--- src/rtl/vga_timing_gen_if.sv ---
// Video timing bus: clock enable in, fetch-side and video-side timing out.
// The generator drives it through the master modport; consumers use slave.
interface vga_timing_gen_if #(
    parameter int WIDTH   = 10,
    parameter int FRAME_W = 8
);
    logic               ce;
    logic               fetch_valid;
    logic [WIDTH-1:0]   fetch_x;
    logic [WIDTH-1:0]   fetch_y;
    logic               hsync;
    logic               vsync;
    logic               de;
    logic [WIDTH-1:0]   xpos;
    logic [WIDTH-1:0]   ypos;
    logic               line_start;
    logic               frame_start;
    logic [FRAME_W-1:0] frame_cnt;

    modport master (
        input  ce,
        output fetch_valid, fetch_x, fetch_y,
        output hsync, vsync, de, xpos, ypos,
        output line_start, frame_start, frame_cnt
    );

    modport slave (
        output ce,
        input  fetch_valid, fetch_x, fetch_y,
        input  hsync, vsync, de, xpos, ypos,
        input  line_start, frame_start, frame_cnt
    );
endinterface

--- src/rtl/vga_timing_gen.sv ---
// Parametrised video timing generator. A fetch-side coordinate stream leaves
// stage F; the video-side outputs follow LEAD cycles later through a register
// chain, so memories with LEAD cycles of read latency line up with de.
module vga_timing_gen #(
    parameter int H_ACTIVE = 640,
    parameter int H_FP     = 16,
    parameter int H_SYNC   = 96,
    parameter int H_BP     = 48,
    parameter int V_ACTIVE = 480,
    parameter int V_FP     = 10,
    parameter int V_SYNC   = 2,
    parameter int V_BP     = 33,
    parameter int H_POL    = 0,
    parameter int V_POL    = 0,
    parameter int LEAD     = 1,
    parameter int WIDTH    = 10,
    parameter int FRAME_W  = 8
) (
    input  logic                pixel_clk,
    input  logic                rst,
    vga_timing_gen_if.master    bus
);
    localparam int H_TOTAL = H_ACTIVE + H_FP + H_SYNC + H_BP;
    localparam int V_TOTAL = V_ACTIVE + V_FP + V_SYNC + V_BP;

    // Region boundaries; all of them are below 2**WIDTH once the checks hold.
    localparam logic [WIDTH-1:0] H_ACT_END    = WIDTH'(H_ACTIVE);
    localparam logic [WIDTH-1:0] H_SYNC_START = WIDTH'(H_ACTIVE + H_FP);
    localparam logic [WIDTH-1:0] H_SYNC_END   = WIDTH'(H_ACTIVE + H_FP + H_SYNC);
    localparam logic [WIDTH-1:0] H_LAST       = WIDTH'(H_TOTAL - 1);
    localparam logic [WIDTH-1:0] V_ACT_END    = WIDTH'(V_ACTIVE);
    localparam logic [WIDTH-1:0] V_SYNC_START = WIDTH'(V_ACTIVE + V_FP);
    localparam logic [WIDTH-1:0] V_SYNC_END   = WIDTH'(V_ACTIVE + V_FP + V_SYNC);
    localparam logic [WIDTH-1:0] V_LAST       = WIDTH'(V_TOTAL - 1);

    localparam logic HS_IDLE   = (H_POL == 0) ? 1'b1 : 1'b0;
    localparam logic HS_ACTIVE = ~HS_IDLE;
    localparam logic VS_IDLE   = (V_POL == 0) ? 1'b1 : 1'b0;
    localparam logic VS_ACTIVE = ~VS_IDLE;

    generate
        if (H_ACTIVE < 1 || H_FP < 1 || H_SYNC < 1 || H_BP < 1 ||
            V_ACTIVE < 1 || V_FP < 1 || V_SYNC < 1 || V_BP < 1 ||
            H_TOTAL > (2 ** WIDTH) || V_TOTAL > (2 ** WIDTH) ||
            LEAD < 0 || LEAD > 7 || FRAME_W < 1) begin : g_badParams
            $error("vga_timing_gen: illegal timing parameters");
        end
    endgenerate

    // One pipeline slot; sync levels are stored already polarity-applied so
    // that every output comes straight from a flop.
    typedef struct packed {
        logic             vis;
        logic             hsync;
        logic             vsync;
        logic             ls;
        logic             fs;
        logic [WIDTH-1:0] x;
        logic [WIDTH-1:0] y;
    } stage_t;

    localparam stage_t STAGE_RST = '{vis: 1'b0, hsync: HS_IDLE, vsync: VS_IDLE,
                                     ls: 1'b0, fs: 1'b0, x: '0, y: '0};

    logic [WIDTH-1:0]   r_hcnt;
    logic [WIDTH-1:0]   r_vcnt;
    logic [FRAME_W-1:0] r_frameCnt;
    stage_t             r_stageF;
    stage_t             w_stageNext;
    stage_t             w_video;
    logic               w_hActive;
    logic               w_hSync;
    logic               w_vActive;
    logic               w_vSync;

    // Raster counters: column wraps every line, row steps on the column wrap.
    always_ff @(posedge pixel_clk or posedge rst) begin
        if (rst) begin
            r_hcnt <= '0;
            r_vcnt <= '0;
        end else if (bus.ce) begin
            if (r_hcnt == H_LAST) begin
                r_hcnt <= '0;
                if (r_vcnt == V_LAST) begin
                    r_vcnt <= '0;
                end else begin
                    r_vcnt <= r_vcnt + WIDTH'(1);
                end
            end else begin
                r_hcnt <= r_hcnt + WIDTH'(1);
            end
        end
    end

    // Region decode of the current counter position into a pipeline slot.
    always_comb begin
        w_hActive   = (r_hcnt < H_ACT_END);
        w_hSync     = (r_hcnt >= H_SYNC_START) && (r_hcnt < H_SYNC_END);
        w_vActive   = (r_vcnt < V_ACT_END);
        w_vSync     = (r_vcnt >= V_SYNC_START) && (r_vcnt < V_SYNC_END);
        w_stageNext = STAGE_RST;
        w_stageNext.vis   = w_hActive && w_vActive;
        w_stageNext.hsync = w_hSync ? HS_ACTIVE : HS_IDLE;
        w_stageNext.vsync = w_vSync ? VS_ACTIVE : VS_IDLE;
        w_stageNext.ls    = (r_hcnt == '0) && w_vActive;
        w_stageNext.fs    = (r_hcnt == '0) && (r_vcnt == '0);
        if (w_hActive && w_vActive) begin
            w_stageNext.x = r_hcnt;
            w_stageNext.y = r_vcnt;
        end
    end

    // Stage F: registered decode, which is also the fetch-side output.
    always_ff @(posedge pixel_clk or posedge rst) begin
        if (rst) begin
            r_stageF <= STAGE_RST;
        end else if (bus.ce) begin
            r_stageF <= w_stageNext;
        end
    end

    generate
        if (LEAD == 0) begin : g_noLead
            assign w_video = r_stageF;
        end else begin : g_lead
            stage_t r_chain [LEAD];

            // Delay line that holds the video side LEAD slots behind fetch.
            always_ff @(posedge pixel_clk or posedge rst) begin
                if (rst) begin
                    for (int i = 0; i < LEAD; i++) begin
                        r_chain[i] <= STAGE_RST;
                    end
                end else if (bus.ce) begin
                    r_chain[0] <= r_stageF;
                    for (int i = 1; i < LEAD; i++) begin
                        r_chain[i] <= r_chain[i-1];
                    end
                end
            end

            assign w_video = r_chain[LEAD-1];
        end
    endgenerate

    // Count frames as the video-side frame strobe is consumed.
    always_ff @(posedge pixel_clk or posedge rst) begin
        if (rst) begin
            r_frameCnt <= '0;
        end else if (bus.ce && w_video.fs) begin
            r_frameCnt <= r_frameCnt + FRAME_W'(1);
        end
    end

    assign bus.fetch_valid = r_stageF.vis;
    assign bus.fetch_x     = r_stageF.x;
    assign bus.fetch_y     = r_stageF.y;
    assign bus.de          = w_video.vis;
    assign bus.hsync       = w_video.hsync;
    assign bus.vsync       = w_video.vsync;
    assign bus.line_start  = w_video.ls;
    assign bus.frame_start = w_video.fs;
    assign bus.xpos        = w_video.x;
    assign bus.ypos        = w_video.y;
    assign bus.frame_cnt   = r_frameCnt;
endmodule

--- src/flat_wrapper.sv ---
// flat-port wrapper written by rule: the top's interface ports become plain ports
module vga_timing_gen_flat 
#(
    parameter int H_ACTIVE = 640,
    parameter int H_FP     = 16,
    parameter int H_SYNC   = 96,
    parameter int H_BP     = 48,
    parameter int V_ACTIVE = 480,
    parameter int V_FP     = 10,
    parameter int V_SYNC   = 2,
    parameter int V_BP     = 33,
    parameter int H_POL    = 0,
    parameter int V_POL    = 0,
    parameter int LEAD     = 1,
    parameter int WIDTH    = 10,
    parameter int FRAME_W  = 8
)
  (pixel_clk, rst, bus_ce, bus_fetch_valid, bus_fetch_x, bus_fetch_y, bus_hsync, bus_vsync, bus_de, bus_xpos, bus_ypos, bus_line_start, bus_frame_start, bus_frame_cnt);
  vga_timing_gen_if #(.WIDTH(WIDTH), .FRAME_W(FRAME_W)) bus_i ();
  input  logic pixel_clk;
  input  logic rst;
  input wire logic [$bits(bus_i.ce)-1:0] bus_ce;
  output wire logic [$bits(bus_i.fetch_valid)-1:0] bus_fetch_valid;
  output wire logic [$bits(bus_i.fetch_x)-1:0] bus_fetch_x;
  output wire logic [$bits(bus_i.fetch_y)-1:0] bus_fetch_y;
  output wire logic [$bits(bus_i.hsync)-1:0] bus_hsync;
  output wire logic [$bits(bus_i.vsync)-1:0] bus_vsync;
  output wire logic [$bits(bus_i.de)-1:0] bus_de;
  output wire logic [$bits(bus_i.xpos)-1:0] bus_xpos;
  output wire logic [$bits(bus_i.ypos)-1:0] bus_ypos;
  output wire logic [$bits(bus_i.line_start)-1:0] bus_line_start;
  output wire logic [$bits(bus_i.frame_start)-1:0] bus_frame_start;
  output wire logic [$bits(bus_i.frame_cnt)-1:0] bus_frame_cnt;
  assign bus_i.ce = bus_ce;
  assign bus_fetch_valid = bus_i.fetch_valid;
  assign bus_fetch_x = bus_i.fetch_x;
  assign bus_fetch_y = bus_i.fetch_y;
  assign bus_hsync = bus_i.hsync;
  assign bus_vsync = bus_i.vsync;
  assign bus_de = bus_i.de;
  assign bus_xpos = bus_i.xpos;
  assign bus_ypos = bus_i.ypos;
  assign bus_line_start = bus_i.line_start;
  assign bus_frame_start = bus_i.frame_start;
  assign bus_frame_cnt = bus_i.frame_cnt;
  vga_timing_gen #(.H_ACTIVE(H_ACTIVE), .H_FP(H_FP), .H_SYNC(H_SYNC), .H_BP(H_BP), .V_ACTIVE(V_ACTIVE), .V_FP(V_FP), .V_SYNC(V_SYNC), .V_BP(V_BP), .H_POL(H_POL), .V_POL(V_POL), .LEAD(LEAD), .WIDTH(WIDTH), .FRAME_W(FRAME_W)) u_core (.pixel_clk(pixel_clk), .rst(rst), .bus(bus_i));
endmodule
--- config.mk ---
export PLATFORM = sky130hd
export DESIGN_NAME = vga_timing_gen_flat
export DESIGN_NICKNAME = d
export VERILOG_FILES = /design/src/rtl/vga_timing_gen_if.sv /design/src/rtl/vga_timing_gen.sv /design/src/flat_wrapper.sv
export SDC_FILE = /design/constraint.sdc
export NUM_CORES = 1
export LEC_CHECK = 0
export ABC_AREA = 1
export CORE_MARGIN = 8
export CORE_UTILIZATION = 40
export CTS_CLUSTER_SIZE = 30
export DETAILED_ROUTE_END_ITERATION = 6
export GPL_TIMING_DRIVEN = 1
export MAX_ROUTING_LAYER = met4
export PLACE_DENSITY = 0.6
export REMOVE_ABC_BUFFERS = 1
export SETUP_SLACK_MARGIN = 0.02
export SLEW_MARGIN = 20
export SYNTH_ARGS = -nofsm -noshare
export SYNTH_HDL_FRONTEND = slang
export SYNTH_SLANG_ARGS = --single-unit
--- constraint.sdc ---
create_clock -name pixel_clk -period 5.3 [get_ports pixel_clk]
set_input_delay 1.06 -clock pixel_clk [delete_from_list [all_inputs] [get_ports pixel_clk]]
set_output_delay 1.06 -clock pixel_clk [all_outputs]
set_load 0.01 [all_outputs]
==> flow_summary.ini, run 1 <==
[timing]
finalSetupTns_ns = 0
finalClockSkew_ns = 0.00701
min_period_over_period_pct = 57.3
max_freq_mhz = 329
finalHoldViolCount = 0
finalCriticalPeriod_ns = 3.04
rsz0062_at_grt = no
slew_headroom_pct = 29.7
final_max_slew_viol_count = 0
setup_viol = 0
worst_pin_slew_ns = 1.05

[route]
ant_nets = 0
drt_pass1_iterations = 4
wire_per_inst_um = 13.3
drt_wl_total_um = 7850
vias = 2785
drcViolationCount = 0
viasPerCell = 4.73
drt_iter0_drc = 158

[synth]
synth.most_common_cell = nand2_1
async_reset_ff_share_pct = 100
ys_seq_elements = 78
synth_flop_cell = dfrtp_1
ys_warn_count = 0
synth_common_cells = nand2_1, dfrtp_1, inv_1
synth_seq_area_share_pct = 51.9
synth_edf_count = 0
yosysUniqueCellTypes = 35
synth.area.top_cells = dfrtp_1, nand2_1, inv_1, o21ai_2, buf_4
synth_top_area_share_pct = 49.1
synthesis.area_um2 = 3770
syn_inst = 435
synth.avg_cell_area_um2 = 8.66
yosys.area.top_type = dfrtp_1

[global_route]
grt_start_max_net_pins = 51
grt_pass1_vias = 2815
grt_pass1_wl_um = 13700
antenna_found_initial = 0
grtUsageTotal_pct = 13.3
overflow = 0

[job]
maxCapViolations = 0

[worst_setup_path]
crit_fanout = 50
start_kind = input pin
cp.required_ns = 5.55
slowest_stage = nand2_1
critPathKind = input pin to flop
crit_arrival_ns = 3.28
crit_path_max_incr_delay_ns = 0.62
r2r_cells = 5
endpoint_kind = flop
path_cells = clkdlybuf4s50_1 > inv_2 > buf_4 > nor2_2 > inv_1 > a31oi_2 > nand2_1 > o21ai_2

[worst_hold_path]
whs_path_depth = 2
min_path_type = flop to flop

[placement]
place_inst = 573
dp_hpwl_um = 5610
portBuffers = 56
place_congestion = 0.873

[clock_tree]
cts.clk_slew.worst_paths_ns = 0.08
clock_latency_ns = 0.34
cts-root-buf = clkbuf_8
ctsHoldBuffers = 0
cts_tree = built
cts_buffers = 9
cts_sinks = 78
cts_max_level = 3
cts_setup_buffers = 0
clk_path_buf_depth = 2
post_cts_resize_count = 0

[floorplanning]
start_util_pct = 41.0
die_width_um = 113
die_h_um = 113
io_pins = 57
core_um2 = 9200
die_area_um2 = 12800
rows = 35

[layout]
antenna_cells = 0
drive_above_1_share_pct = 12.1
finalNetCount = 481
fin_cells = 589
syn2layout_area_growth_pct = 18.4

[power_and_ir_drop]
vdd_drop_max_uv = 117
p_per_area_nw_per_um2 = 276
p_leak_nw = 2.22

[run_status]
status = complete, no violations
==> cell usage in the layout (no fill, tap or decap), drive strengths merged, types with 5 or more instances in the layout <==
| cell | instances |
|---|---|
| nor2 | 29 |
| clkdlybuf4s50 | 56 |
| clkbuf | 10 |
| nand2 | 156 |
| dfrtp | 74 |
| xor2 | 10 |
| ha | 5 |
| inv | 52 |
| nand4 | 10 |
| nand3 | 19 |
| o21ai | 30 |
==> worst paths after layout <==
check / start / end / slack [ns]
setup / recovery: bus_ce / u_core.bus.fetch_x[0] / 2.26
hold / removal: u_core.bus.hsync / u_core.bus.hsync / 0.46
setup reg to reg: u_core.r_hcnt[7] / u_core.bus.fetch_valid / 3.35
hold reg to reg: u_core.bus.hsync / u_core.bus.hsync / 0.46
max in group asynchronous: rst / u_core.bus.xpos[7] / 3.25
min in group asynchronous: rst / u_core.bus.xpos[0] / 1.13
==> cell families after synthesis <==
logic type                 count (synthesis)  synth area share, %
muxes                                      1                0.299
xor gates and xnor gates                  12                 2.79
adders and majority gates                  5                 1.66
and+or+nand+nor                          220                 25.3
DFF                                       78                 51.9
AOI/OAI and AO/OA                         36                 7.04
buffers and inverters                     83                 11.0
==> stage by stage <==
stage               hold slack, ns  total power, mW  setup slack, ns  util, %  area [µm²]
floorplan                    0.446            0.770             2.25        -        3550
global placement             0.455            0.812             2.01     46.4        4270
detailed placement           0.453            0.816             1.92     46.4        4270
CTS                          0.466             1.25             2.28     48.5        4460
global route                 0.487             1.29             2.11     48.5        4460
finish                       0.463             1.23             2.26     48.5        4460
==> per-layer routing <==
metal | vias to the layer above | GRT usage (%) | wire (µm) | share of wire (%)
li1 | 1403 | - | - | -
met1 | 1322 | 17.1 | 3850 | 49
met2 | 48 | 19.8 | 3510 | 45
met3 | 12 | 2.61 | 342 | 4.4
met4 | 0 | 6.22 | 146 | 1.9
met5 | - | - | 0 | 0
==> power breakdown <==
part           internal, mW  switching (mW)
clock network         0.190           0.237
registers             0.624          0.0286
logic                0.0411           0.110
total                 0.855           0.376
==> critical path, delay by kind of cell <==
kind                   cells  cell delay (ns)
buffers and inverters      4             0.88
AOI/OAI and AO/OA          2             0.52
and+or+nand+nor            2             0.78
==> state kept, by name, summed over array words and instances, names as in the netlist <==
name                    count
u_core.bus.de               1
u_core.bus.fetch_valid      1
u_core.bus.fetch_x         10
u_core.bus.fetch_y         10
u_core.bus.frame_cnt        8
u_core.bus.frame_start      1
u_core.bus.hsync            1
u_core.bus.line_start       1
u_core.bus.vsync            1
u_core.bus.xpos            10
u_core.bus.ypos            10
u_core.r_hcnt              10
u_core.r_stageF             4
u_core.r_vcnt              10
==> layout make-up <==
type / instances / area (µm²)
fillers: 892 / 4730
flip-flops and latches: 78 / 1960
multi-input cells: 274 / 1400
repair buffers: 59 / 583
inverters: 51 / 194
well taps: 111 / 139
clock buffers: 10 / 138
clock inverters: 6 / 52.6
Power figures use the tool's default switching activity.
==> run 2, diff against run 1 <==
--- a/config.mk
+++ b/config.mk
@@ -12,7 +12,7 @@
 export DETAILED_ROUTE_END_ITERATION = 6
 export GPL_TIMING_DRIVEN = 1
 export MAX_ROUTING_LAYER = met4
-export PLACE_DENSITY = 0.6
+export PLACE_DENSITY = 0.62
 export REMOVE_ABC_BUFFERS = 1
 export SETUP_SLACK_MARGIN = 0.02
 export SLEW_MARGIN = 20
==> constraint.sdc (replaced) <==
create_clock -name pixel_clk -period 2.6 [get_ports pixel_clk]
set_input_delay 0.52 -clock pixel_clk [delete_from_list [all_inputs] [get_ports pixel_clk]]
set_output_delay 0.52 -clock pixel_clk [all_outputs]
set_load 0.01 [all_outputs]
==> flow_summary.ini, run 2 (synthesis results as in run 1) <==
[worst_hold_path]
hold_start = u_core.bus.hsync
min_to = u_core.bus.hsync
whs_path_depth = 2
min_path_type = flop to flop

[floorplanning]
die_area_um2 = 12800
die_width_um = 113
rows = 35
die_h_um = 113
io_pins = 57
core_um2 = 9200
start_util_pct = 41.0

[power_and_ir_drop]
p_per_area_nw_per_um2 = 570
netSwitchingPower_mw = 0.767
vdd_drop_max_uv = 221
p_seq_share_pct = 51.7
comb_power_share_pct = 12.3
intPower_mw = 1.81
p_clk_share_pct = 36.0
switching_share_pct = 29.8
power_mw = 2.58
p_leak_nw = 2.24

[clock_tree]
cts_setup_buffers = 0
cts.clk_slew.worst_paths_ns = 0.09
cts_tree = built
clock_latency_ns = 0.35
cts_max_level = 3
clk_path_buf_depth = 2
post_cts_resize_count = 0
cts_buffers = 9
cts-root-buf = clkbuf_8
cts_sinks = 78
ctsHoldBuffers = 0

[worst_setup_path]
endpoint_kind = primary output
r2r_cells = 6
rrSetupSlack_ns = 1.11
crit_arrival_ns = 1.43
critPathKind = flop to primary output
crit_fanout = 2
crit_path_max_incr_delay_ns = 0.55
cp.buffers_inverters = 1
cpLargestDelayFamily = flip-flops
critical_path.startpoint = u_core.bus.vsync
slowest_stage = dfstp_2
rr_endpoint = u_core.bus.fetch_valid
r2r_start = u_core.r_hcnt[7]
cp.required_ns = 2.08
start_kind = flop
path_cells = clkdlybuf4s50_1

[global_route]
busiest_layer = met2
grt_start_max_net_pins = 50
grt_pass1_wl_um = 13500
overflow = 0
grt_pass1_vias = 2704
grtUsageTotal_pct = 13.4
grt_use_met3_pct = 2.88
met2_usage_pct = 19.0
gr-usage-met1_pct = 17.4
antenna_found_initial = 0

[layout]
antenna_cells = 0
most-common-layout-cells = nand2_1, dfrtp_1, clkdlybuf4s50_1
finalNetCount = 484
syn2layout_area_growth_pct = 19.9
final_common_cell = nand2_1
drive_above_1_share_pct = 12.5

[timing]
max_freq_mhz = 513
finalCriticalPeriod_ns = 1.95
min_period_over_period_pct = 75.0
finalSetupTns_ns = 0
finalClockSkew_ns = 0.00794
hold_ws_ns = 0.467
worst_pin_slew_ns = 0.516
rsz0062_at_grt = no
finalHoldViolCount = 0
slew_headroom_pct = 65.6
setup_viol = 0
final_max_slew_viol_count = 0

[route]
drt_wl_total_um = 7870
drcViolationCount = 0
vias = 2798
drt_pass1_iterations = 4
wire_per_inst_um = 13.3
ant_nets = 0
drt_iter0_drc = 119
viasPerCell = 4.73

[run_status]
status = complete, no violations

[placement]
place_congestion = 0.902
dp_hpwl_um = 5680
portBuffers = 56

[job]
maxCapViolations = 0
[run 2: how the worst max path moves through the flow]
stage / depth (start not counted) / slack (ns) / end
6_report: 1 / 0.65 / bus_vsync
5_1_grt: 1 / 0.58 / bus_frame_cnt[3]
4_1_cts: 1 / 0.62 / bus_vsync
3_5_place_dp: 9 / 0.48 / u_core.r_hcnt[9]
3_3_place_gp: 6 / 0.48 / u_core.bus.frame_cnt[6]
2_1_floorplan: 1 / 0.09 / u_core.bus.de
[run 2: layout make-up]
type                            count  area (µm²)
Tap cell                          111         139
Timing Repair Buffer               62         631
Multi-Input combinational cell    274        1400
Fill cell                         881        4680
Inverter                           51         194
Clock inverter                      6        70.1
Clock buffer                       10         128
Sequential cell                    78        1960
[run 2: through the flow]
step	cell area, µm²	util, %	worst slack [ns]	instances
after global routing	4520	49.1	0.575	592
after floorplan	3550	-	0.0916	403
after CTS	4520	49.1	0.622	592
final	4520	49.1	0.649	592
after global placement	4320	47.0	0.483	576
after detailed placement	4320	47.0	0.475	576
[run 2: power by group through the flow]
stage,sequential (mW),combinational (mW),clock [mW]
final,1.33,0.316,0.928
after global routing,1.34,0.363,0.998
after CTS,1.33,0.318,0.952
after detailed placement,1.35,0.316,0
after global placement,1.35,0.314,0
after floorplan,1.34,0.228,0
[run 2: metal layers]
metal,vias up,share of wire (%)
met1,1305,48
met4,0,2.6
li1,1408,-
met3,15,5.6
met5,-,0
met2,70,44
